===== config.mk =====
export PLATFORM = sky130hd
export DESIGN_NAME = pattern_match_engine
export DESIGN_NICKNAME = d
export VERILOG_FILES = /design/src/rtl/pattern_match_engine.sv
export SDC_FILE = /design/constraint.sdc
export NUM_CORES = 1
export LEC_CHECK = 0
export CORE_MARGIN = 1
export CORE_UTILIZATION = 52
export DETAILED_ROUTE_END_ITERATION = 8
export PLACE_DENSITY = 0.73
export SETUP_SLACK_MARGIN = 0.3
export SLEW_MARGIN = 20
export SYNTH_ARGS = -nofsm -noshare
export SYNTH_HDL_FRONTEND = slang
export SYNTH_SLANG_ARGS = --single-unit

===== constraint.sdc =====
create_clock -name clk -period 2.55 [get_ports clk]
set_input_delay 0.3825 -clock clk [delete_from_list [all_inputs] [get_ports clk]]
set_output_delay 0.3825 -clock clk [all_outputs]
set_load 0.05 [all_outputs]

===== src/rtl/pattern_match_engine.sv =====
// -----------------------------------------------------------------------------
// pattern_match_engine
//
// Streaming pattern matcher. A programmable pattern of up to MAX_LEN symbols,
// each of which may be marked optional, is compared against an input symbol
// stream. All partial matches are tracked in parallel with a one-hot-per-slot
// active vector, so overlapping occurrences are all reported.
//
// Ports:
//   clk        in   rising-edge clock
//   rst        in   asynchronous active-low reset
//   cfg_we     in   write one pattern slot (also latches cfg_len, clears state)
//   cfg_idx    in   pattern slot index
//   cfg_sym    in   symbol for slot cfg_idx
//   cfg_opt    in   slot cfg_idx may be skipped
//   cfg_len    in   active pattern length (0 disables matching)
//   in_valid   in   in_sym is valid this cycle
//   in_sym     in   input symbol
//   match      out  one-cycle pulse, one cycle after the accepting symbol
//   match_cnt  out  saturating count of match pulses
//   busy       out  at least one partial match in progress
//
// Optional feature macro: PMATCH_CASE_FOLD_EN
//   When defined and DATA_W == 8, ASCII 'a'..'z' fold to 'A'..'Z' on both
//   the input symbol and the stored pattern before comparison. Otherwise the
//   comparison is exact and bitwise.
// -----------------------------------------------------------------------------
module pattern_match_engine #(
    parameter int DATA_W  = 8,
    parameter int MAX_LEN = 8,
    parameter int CNT_W   = 16
) (
    input  logic                         clk,
    input  logic                         rst,
    input  logic                         cfg_we,
    input  logic [$clog2(MAX_LEN)-1:0]   cfg_idx,
    input  logic [DATA_W-1:0]            cfg_sym,
    input  logic                         cfg_opt,
    input  logic [$clog2(MAX_LEN+1)-1:0] cfg_len,
    input  logic                         in_valid,
    input  logic [DATA_W-1:0]            in_sym,
    output logic                         match,
    output logic [CNT_W-1:0]             match_cnt,
    output logic                         busy
);

    localparam int IDX_W = $clog2(MAX_LEN);
    localparam int LEN_W = $clog2(MAX_LEN+1);

    logic [DATA_W-1:0]  r_pat [MAX_LEN];
    logic [MAX_LEN-1:0] r_opt;
    logic [LEN_W-1:0]   r_len;
    logic [MAX_LEN-1:0] r_act;
    logic               r_match;
    logic               r_busy;
    logic [CNT_W-1:0]   r_cnt;

    logic [MAX_LEN-1:0] w_eq;
    logic [MAX_LEN-1:0] w_d;
    logic [MAX_LEN-1:0] w_lenMask;
    logic               w_hit;
    logic [MAX_LEN-1:0] w_actNext;
    logic               w_matchNext;

`ifdef PMATCH_CASE_FOLD_EN
    // Folding only makes sense for 8-bit ASCII symbols; other widths compare exactly.
    localparam bit FOLD_EN = (DATA_W == 8);

    function automatic logic [DATA_W-1:0] foldSym(input logic [DATA_W-1:0] s);
        logic [DATA_W-1:0] f;
        f = s;
        if (FOLD_EN && (s >= DATA_W'(97)) && (s <= DATA_W'(122))) begin
            f = s - DATA_W'(32);
        end
        return f;
    endfunction
`else
    function automatic logic [DATA_W-1:0] foldSym(input logic [DATA_W-1:0] s);
        return s;
    endfunction
`endif

    // Per-slot symbol compare against the current input.
    always_comb begin
        w_eq = '0;
        for (int i = 0; i < MAX_LEN; i++) begin
            w_eq[i] = (foldSym(in_sym) == foldSym(r_pat[i]));
        end
    end

    // Advance the active vector. Slot 0 always restarts on a hit (its
    // optional bit is ignored so an empty prefix can never match). An
    // optional slot i inherits D[i-1] of the same symbol, which lets the
    // chain skip it without consuming input.
    always_comb begin
        w_d = '0;
        w_d[0] = w_eq[0];
        for (int i = 1; i < MAX_LEN; i++) begin
            w_d[i] = (r_act[i-1] & w_eq[i]) | (r_opt[i] & w_d[i-1]);
        end
    end

    // Slots at or beyond LEN are never active; the final slot LEN-1 produces
    // the match. A LEN of zero selects no slot, which disables matching.
    always_comb begin
        w_lenMask = '0;
        w_hit     = 1'b0;
        for (int i = 0; i < MAX_LEN; i++) begin
            w_lenMask[i] = (i < int'(r_len));
            if (int'(r_len) == i + 1) begin
                w_hit = w_d[i];
            end
        end
    end

    // Configuration writes flush all partial matches and swallow any
    // concurrent input; idle input cycles leave the partial matches intact.
    always_comb begin
        w_actNext   = r_act;
        w_matchNext = 1'b0;
        if (cfg_we) begin
            w_actNext = '0;
        end else if (in_valid) begin
            w_actNext   = w_d & w_lenMask;
            w_matchNext = w_hit;
        end
    end

    // Pattern storage. Slot writes decode cfg_idx so an out-of-range index
    // touches nothing, while LEN is taken on every write.
    always_ff @(posedge clk or negedge rst) begin
        if (!rst) begin
            for (int i = 0; i < MAX_LEN; i++) begin
                r_pat[i] <= '0;
            end
            r_opt <= '0;
            r_len <= '0;
        end else if (cfg_we) begin
            for (int i = 0; i < MAX_LEN; i++) begin
                if (cfg_idx == IDX_W'(i)) begin
                    r_pat[i] <= cfg_sym;
                    r_opt[i] <= cfg_opt;
                end
            end
            r_len <= cfg_len;
        end
    end

    // Match state: active vector, match pulse, busy flag and the saturating
    // counter, which steps together with the pulse it counts.
    always_ff @(posedge clk or negedge rst) begin
        if (!rst) begin
            r_act   <= '0;
            r_match <= 1'b0;
            r_busy  <= 1'b0;
            r_cnt   <= '0;
        end else begin
            r_act   <= w_actNext;
            r_match <= w_matchNext;
            r_busy  <= |w_actNext;
            if (w_matchNext && (r_cnt != {CNT_W{1'b1}})) begin
                r_cnt <= r_cnt + 1'b1;
            end
        end
    end

    assign match     = r_match;
    assign match_cnt = r_cnt;
    assign busy      = r_busy;

endmodule


==> results of run 1 <==
## worst min-delay path by stage
stage          startpoint        end  slack [ns]  depth (start not counted)
3_5_place_dp          rst   r_act[7]        0.35                          1
3_3_place_gp          rst   r_len[1]        0.35                          1
6_report              rst  r_pat[17]        0.47                          2
4_1_cts               rst  r_pat[17]        0.48                          2
5_1_grt               rst  r_pat[17]        0.50                          2
2_1_floorplan         rst       busy        0.09                          0
## cells in the mapped netlist (all sizes together) (3+ instances only)
master | n | area, um2
dfrtp | 101 | 2527
mux2 | 75 | 844.6
xnor2 | 46 | 402.9
nand2 | 30 | 112.6
xor2 | 27 | 236.5
nand3 | 17 | 85.08
nor2 | 15 | 63.81
nor3 | 13 | 70.07
nor4 | 11 | 83.83
a21oi | 10 | 50.05
buf | 10 | 68.82
clkbuf | 10 | 37.54
and3 | 7 | 43.79
inv | 7 | 28.78
nand4 | 7 | 43.79
o21ai | 7 | 38.78
nor3b | 6 | 45.04
nor2b | 4 | 25.02
nand4b | 3 | 26.28
or3 | 3 | 18.77
## stage by stage
stage	power [W]	setup WS, ns	setup TNS, ns	area (um2)
after CTS	0.004278	-0.2103	-2.355	6773
after detailed placement	0.003185	-0.9361	-16.27	6180
after global placement	0.003143	-0.8850	-15.32	6180
after global routing	0.004475	-0.4156	-5.667	6890
after floorplan	0.002788	-0.2068	-1.366	5250
final	0.004297	-0.2292	-2.617	6890
## critical path: cells and delay by family, from the launching register on
family,cells,cell delay [ns]
buf+inv,1,0.14
mux,1,0.33
flops,1,0.43
compound gates,5,1.20
simple gates,3,0.55
## registers in the layout (all words and copies together) (netlist names)
signal / count
match: 1
busy: 1
match_cnt: 16
r_pat: 64
r_opt: 7
r_act: 8
r_len: 4
## what timing repair did
action / in CTS / in global routing
pin swaps: 33 / 12
setup buffers: 9 / 3
cloned: 1 / 0
resized for setup: 71 / 20
hold buffers: 1 / 0
endpoints found under the hold margin: 27 / 0
endpoints found under the setup margin: 23 / 22
## kinds of logic after synthesis
group / after synthesis / synth area share [%]
multiplexers: 75 / 16.35
AO/OA/AOI/OAI: 40 / 6.226
buffers and inverters: 28 / 2.689
AND/OR/NAND/NOR: 124 / 13.18
flip-flops: 101 / 48.93
XOR/XNOR: 73 / 12.38
adder cells (fa/ha/maj): 1 / 0.2422
## final cells by class
cell class / instances / area, um2
Tap cell: 133 / 166.4
Sequential cell: 101 / 2529
Timing Repair Buffer: 115 / 1033
Clock inverter: 7 / 62.56
Fill cell: 683 / 2794
Clock buffer: 9 / 123.9
Multi-Input combinational cell: 314 / 2940
Inverter: 8 / 35.03
## routing by layer
| metal | track usage (%) | part of all wire (%) | up-vias |
|---|---|---|---|
| met2 | 44.44 | 51 | 86 |
| met5 | 0 | 0 | - |
| li1 | - | - | 1782 |
| met4 | 12.37 | 3.0 | 0 |
| met1 | 34.07 | 43 | 1939 |
| met3 | 5.107 | 3.7 | 32 |
## where the power goes
part / switching (W) / internal [W] / total (W)
combinational: 0.000566 / 0.000632 / 0.00120
clock: 0.000611 / 0.000370 / 0.000981
sequential: 0.000238 / 0.00188 / 0.00212
==> results_dict.tcl, run 1 <==
set metrics [dict create \
    totalWireLength_um 12820 \
    yosys_most_used_dff "dfrtp_1" \
    final_cell_mix "dfrtp_1 (100), mux2_2 (73), buf_4 (58)" \
    rsz0062_at_grt "true" \
    r2r_end "match_cnt[1]" \
    die_height_um 101.7 \
    n_antenna_cell 0 \
    cts-buffers-inserted 9 \
    synth_edf_count 0 \
    reg2reg_slack_ns -0.23 \
    syn_area_um2 5165 \
    place_congestion 0.8725 \
    fmax_ghz 0.3598 \
    start_util_pct 53.33 \
    cp_data_required_time_ns 2.83 \
    cts_max_level 3 \
    critPathCapture "match_cnt[1]" \
    post-route-util_pct 71.15 \
    crit_arrival_ns 3.05 \
    drv_slew 0 \
    period_minus_slack_ns 2.779 \
    grt_pass1_wl_um 20230 \
    power.density_nw_per_um2 623.6 \
    worstSetupPathType "register to register" \
    crit_path_start "r_pat[51]" \
    clock-sinks 101 \
    ioPinCount 46 \
    status "complete, but fails checks" \
    timing.final.ws_setup_ns -0.2292 \
    max_cap_viol_count 0 \
    violations "setup timing" \
    grt_max_degree 54 \
    ir_drop_mv 0.5651 \
    ys_async_sr_fraction_pct 100.0 \
    p_leak_nw 2.942 \
    areaGrowthSynthToFinish_pct 33.41 \
    dpl.hpwl_um 8974 \
    cp_slowest_cell "dfrtp_1" \
    maxSlewHeadroom_pct 60.28 \
    holdWs_ns 0.4692 \
    postSynthCellCount 442 \
    final_antenna_net_count 0 \
    slowest_delay_ns 0.43 \
    skew_ns 0.01704 \
    synth-seq-cells 101 \
    clock_tree.buffer_depth 2 \
    final_cells 687 \
    vias 3839 \
    die_area_um2 10330 \
    cts_tree "built" \
    dr.pass1.iters 4 \
    drt-initial-drc-count 146 \
    grt_pass1_vias 3797 \
    core_um2 9684 \
    grt_usage_pct 26.82 \
    clk_pin_slew_worst_paths_ns 0.11 \
    rows 36 \
    worstMarginPinSlew_ns 0.5941 \
    yosys_warnings 0 \
    grt_overflow 0 \
    drive_gt1_share_pct 42.24 \
    grt_antenna_before_repair 0 \
    final_common_cell "dfrtp_1" \
    finalHoldViolCount 0 \
    cp_cell_sequence "or2b_4, o2111ai_4, nor4_4, a2111oi_4, o211ai_1, a31o_2, and4b_4, buf_4, o22ai_4, mux2_4" \
    detail_route.wl_per_cell_um 18.66 \
    cp_max_fo 5 \
    yosysSeqAreaShare_pct 48.93 \
    root_buffer "clkbuf_8" \
    die_w_um 101.7 \
    placement.io_buffers 45 \
    clk_latency_ns 0.39 \
    finalCritPeriodShare_pct 109.0 \
    dp.cells 657 \
    syn_nets 471 \
    drc 0 \
    critPathCaptureType "register" \
    reg2reg_from "r_pat[51]" \
    yosysUniqueCellTypes 59 \
    worstSetupStartpointType "register" \
    r2r_cells 10 \
    via_per_inst 5.588 \
    hold_path_class "input port to asynchronous set/reset pin" \
    setup_viol 18 \
    avgSynthCellArea_um2 11.69 \
    layout.nets 578 \
]
Power figures use the tool's default switching activity.
==> inputs of run 2 (changes only) <==
--- a/config.mk
+++ b/config.mk
@@ -6,11 +6,11 @@
 export NUM_CORES = 1
 export LEC_CHECK = 0
 export CORE_MARGIN = 1
-export CORE_UTILIZATION = 52
+export CORE_UTILIZATION = 45
 export DETAILED_ROUTE_END_ITERATION = 8
-export PLACE_DENSITY = 0.73
+export PLACE_DENSITY = 0.64
 export SETUP_SLACK_MARGIN = 0.3
-export SLEW_MARGIN = 20
+export SLEW_MARGIN = 40
 export SYNTH_ARGS = -nofsm -noshare
 export SYNTH_HDL_FRONTEND = slang
 export SYNTH_SLANG_ARGS = --single-unit
==> results_dict.tcl, run 2 (synthesized netlist as in run 1, its figures left out) <==
set metrics [dict create \
    status "complete, but fails checks" \
    violations "setup timing" \
    rows 38 \
    finalCritPeriodShare_pct 114.1 \
    start_util_pct 46.82 \
    layout.nets 584 \
    root_buffer "clkbuf_16" \
    setup_tns_ns -4.898 \
    p_leak_nw 2.953 \
    p_switching_w 0.001406 \
    r2r_cells 11 \
    cp_data_required_time_ns 2.82 \
    cp_cell_sequence "xnor2_2, nand4_1, buf_4, nor3_4, a211oi_2, or3_4, a2111oi_4, buf_4, o22ai_4, nor2_1, xor2_1" \
    cts_tree "built" \
    cp_top_family "simple AND/OR/NAND/NOR gates" \
    regMostFlops "r_pat" \
    placed_cell_area_um2 6241 \
    grt_pass1_wl_um 20730 \
    reg2reg_slack_ns -0.36 \
    vias 3741 \
    detail_route.wl_per_cell_um 18.98 \
    reg2reg_from "r_pat[61]" \
    max_cap_viol_count 0 \
    drc 0 \
    cpMostUsedCell "buf_4" \
    setup_viol 18 \
    clk_latency_ns 0.36 \
    worstMarginPinSlew_ns 0.5755 \
    crit_arrival_ns 3.18 \
    finalHoldViolCount 0 \
    dp.cells 671 \
    dpl.hpwl_um 9523 \
    n_antenna_cell 0 \
    largest_reg_flops 64 \
    slowest_delay_ns 0.44 \
    cts_max_level 3 \
    clock-sinks 101 \
    die_area_um2 11910 \
    grt_usage_pct 24.10 \
    areaGrowthSynthToFinish_pct 34.52 \
    clk_pin_slew_worst_paths_ns 0.07 \
    drt-initial-drc-count 160 \
    drive_gt1_share_pct 40.89 \
    timing.final.ws_setup_ns -0.3596 \
    final_antenna_net_count 0 \
    final_common_cell "dfrtp_1" \
    drv_slew 0 \
    clock_tree.buffer_depth 2 \
    clockPowerShare_pct 29.7 \
    cts-buffers-inserted 9 \
    maxSlewHeadroom_pct 61.49 \
    p_int_w 0.003266 \
    seqPwrFrac_pct 45.2 \
    grt_overflow 0 \
    totalWireLength_um 13290 \
    final_cell_mix "dfrtp_1 (101), mux2_2 (73), buf_4 (71)" \
    place_congestion 0.9000 \
    cp_max_fo 5 \
    grt_antenna_before_repair 0 \
    final_cells 700 \
    die_height_um 109.1 \
    via_per_inst 5.344 \
    holdWs_ns 0.004553 \
    final_cell_area_um2 6948 \
    power_frac_comb_pct 25.1 \
    fmax_ghz 0.3437 \
    power.density_nw_per_um2 672.4 \
    hold_path_class "input port to asynchronous set/reset pin" \
    core_um2 11030 \
    period_minus_slack_ns 2.910 \
    dr.pass1.iters 5 \
    placement.io_buffers 45 \
    cp_slowest_cell "a2111oi_4" \
    rsz0062_at_grt "true" \
    crit_buf_inv 2 \
    r2r_end "match_cnt[11]" \
    ir_drop_mv 0.5766 \
    die_w_um 109.1 \
    grt_pass1_vias 3794 \
    ioPinCount 46 \
    power_w 0.004672 \
    critPathCaptureType "register" \
    switching_share_pct 30.09 \
    grt_max_degree 51 \
    worstSetupPathType "register to register" \
    skew_ns 0.008811 \
    worstSetupStartpointType "register" \
]
==> run 2: how the worst max path moves through the flow <==
stage               from            end  slack, ns  cells after the start
2_1_floorplan  in_sym[1]  match_cnt[12]      -0.21                     11
3_3_place_gp   in_sym[0]   match_cnt[1]      -1.01                     11
3_5_place_dp   in_sym[5]   match_cnt[1]      -1.01                     12
4_1_cts        r_pat[53]  match_cnt[10]      -0.29                     10
5_1_grt        r_pat[61]  match_cnt[11]      -0.50                     11
6_report       r_pat[61]  match_cnt[11]      -0.36                     11
==> run 2: final cells by class <==
type / instances / area, um2
clock buffer: 10 / 229.0
clock inverter: 6 / 73.82
fill: 889 / 4083
inverter: 8 / 32.53
multi-input combinational: 314 / 2836
sequential: 101 / 2527
tap: 140 / 175.2
timing repair buffer: 121 / 1074
==> run 2: power by group through the flow <==
stage / Clock (W) / Combinational (W) / Sequential, W
2_1_floorplan: 0 / 0.000631 / 0.00216
3_3_place_gp: 0 / 0.00106 / 0.00211
3_5_place_dp: 0 / 0.00107 / 0.00212
4_1_cts: 0.00142 / 0.00115 / 0.00210
5_1_grt: 0.00149 / 0.00126 / 0.00214
6_report: 0.00139 / 0.00117 / 0.00211
==> run 2: what timing repair did <==
action | CTS | global route
gates cloned | 1 | 0
hold buffers | 0 | 0
setup buffers | 7 | 5
setup endpoints to repair | 24 | 24
resized for setup | 46 | 24
pin swaps | 25 | 14
==> run 2: through the flow <==
| stage | setup slack, ns | util [%] |
|---|---|---|
| 6_report | -0.3596 | 62.99 |
| 3_3_place_gp | -1.006 | 56.58 |
| 2_1_floorplan | -0.2068 | - |
| 5_1_grt | -0.4962 | 62.99 |
| 3_5_place_dp | -1.006 | 56.58 |
| 4_1_cts | -0.2861 | 61.39 |
==> run 2: metal layers <==
layer	GRT usage [%]	vias up	wire, um
met4	7.529	0	255
met1	32.33	1856	6053
met2	38.63	72	6458
met3	5.439	15	519
met5	0	-	0
li1	-	1798	-
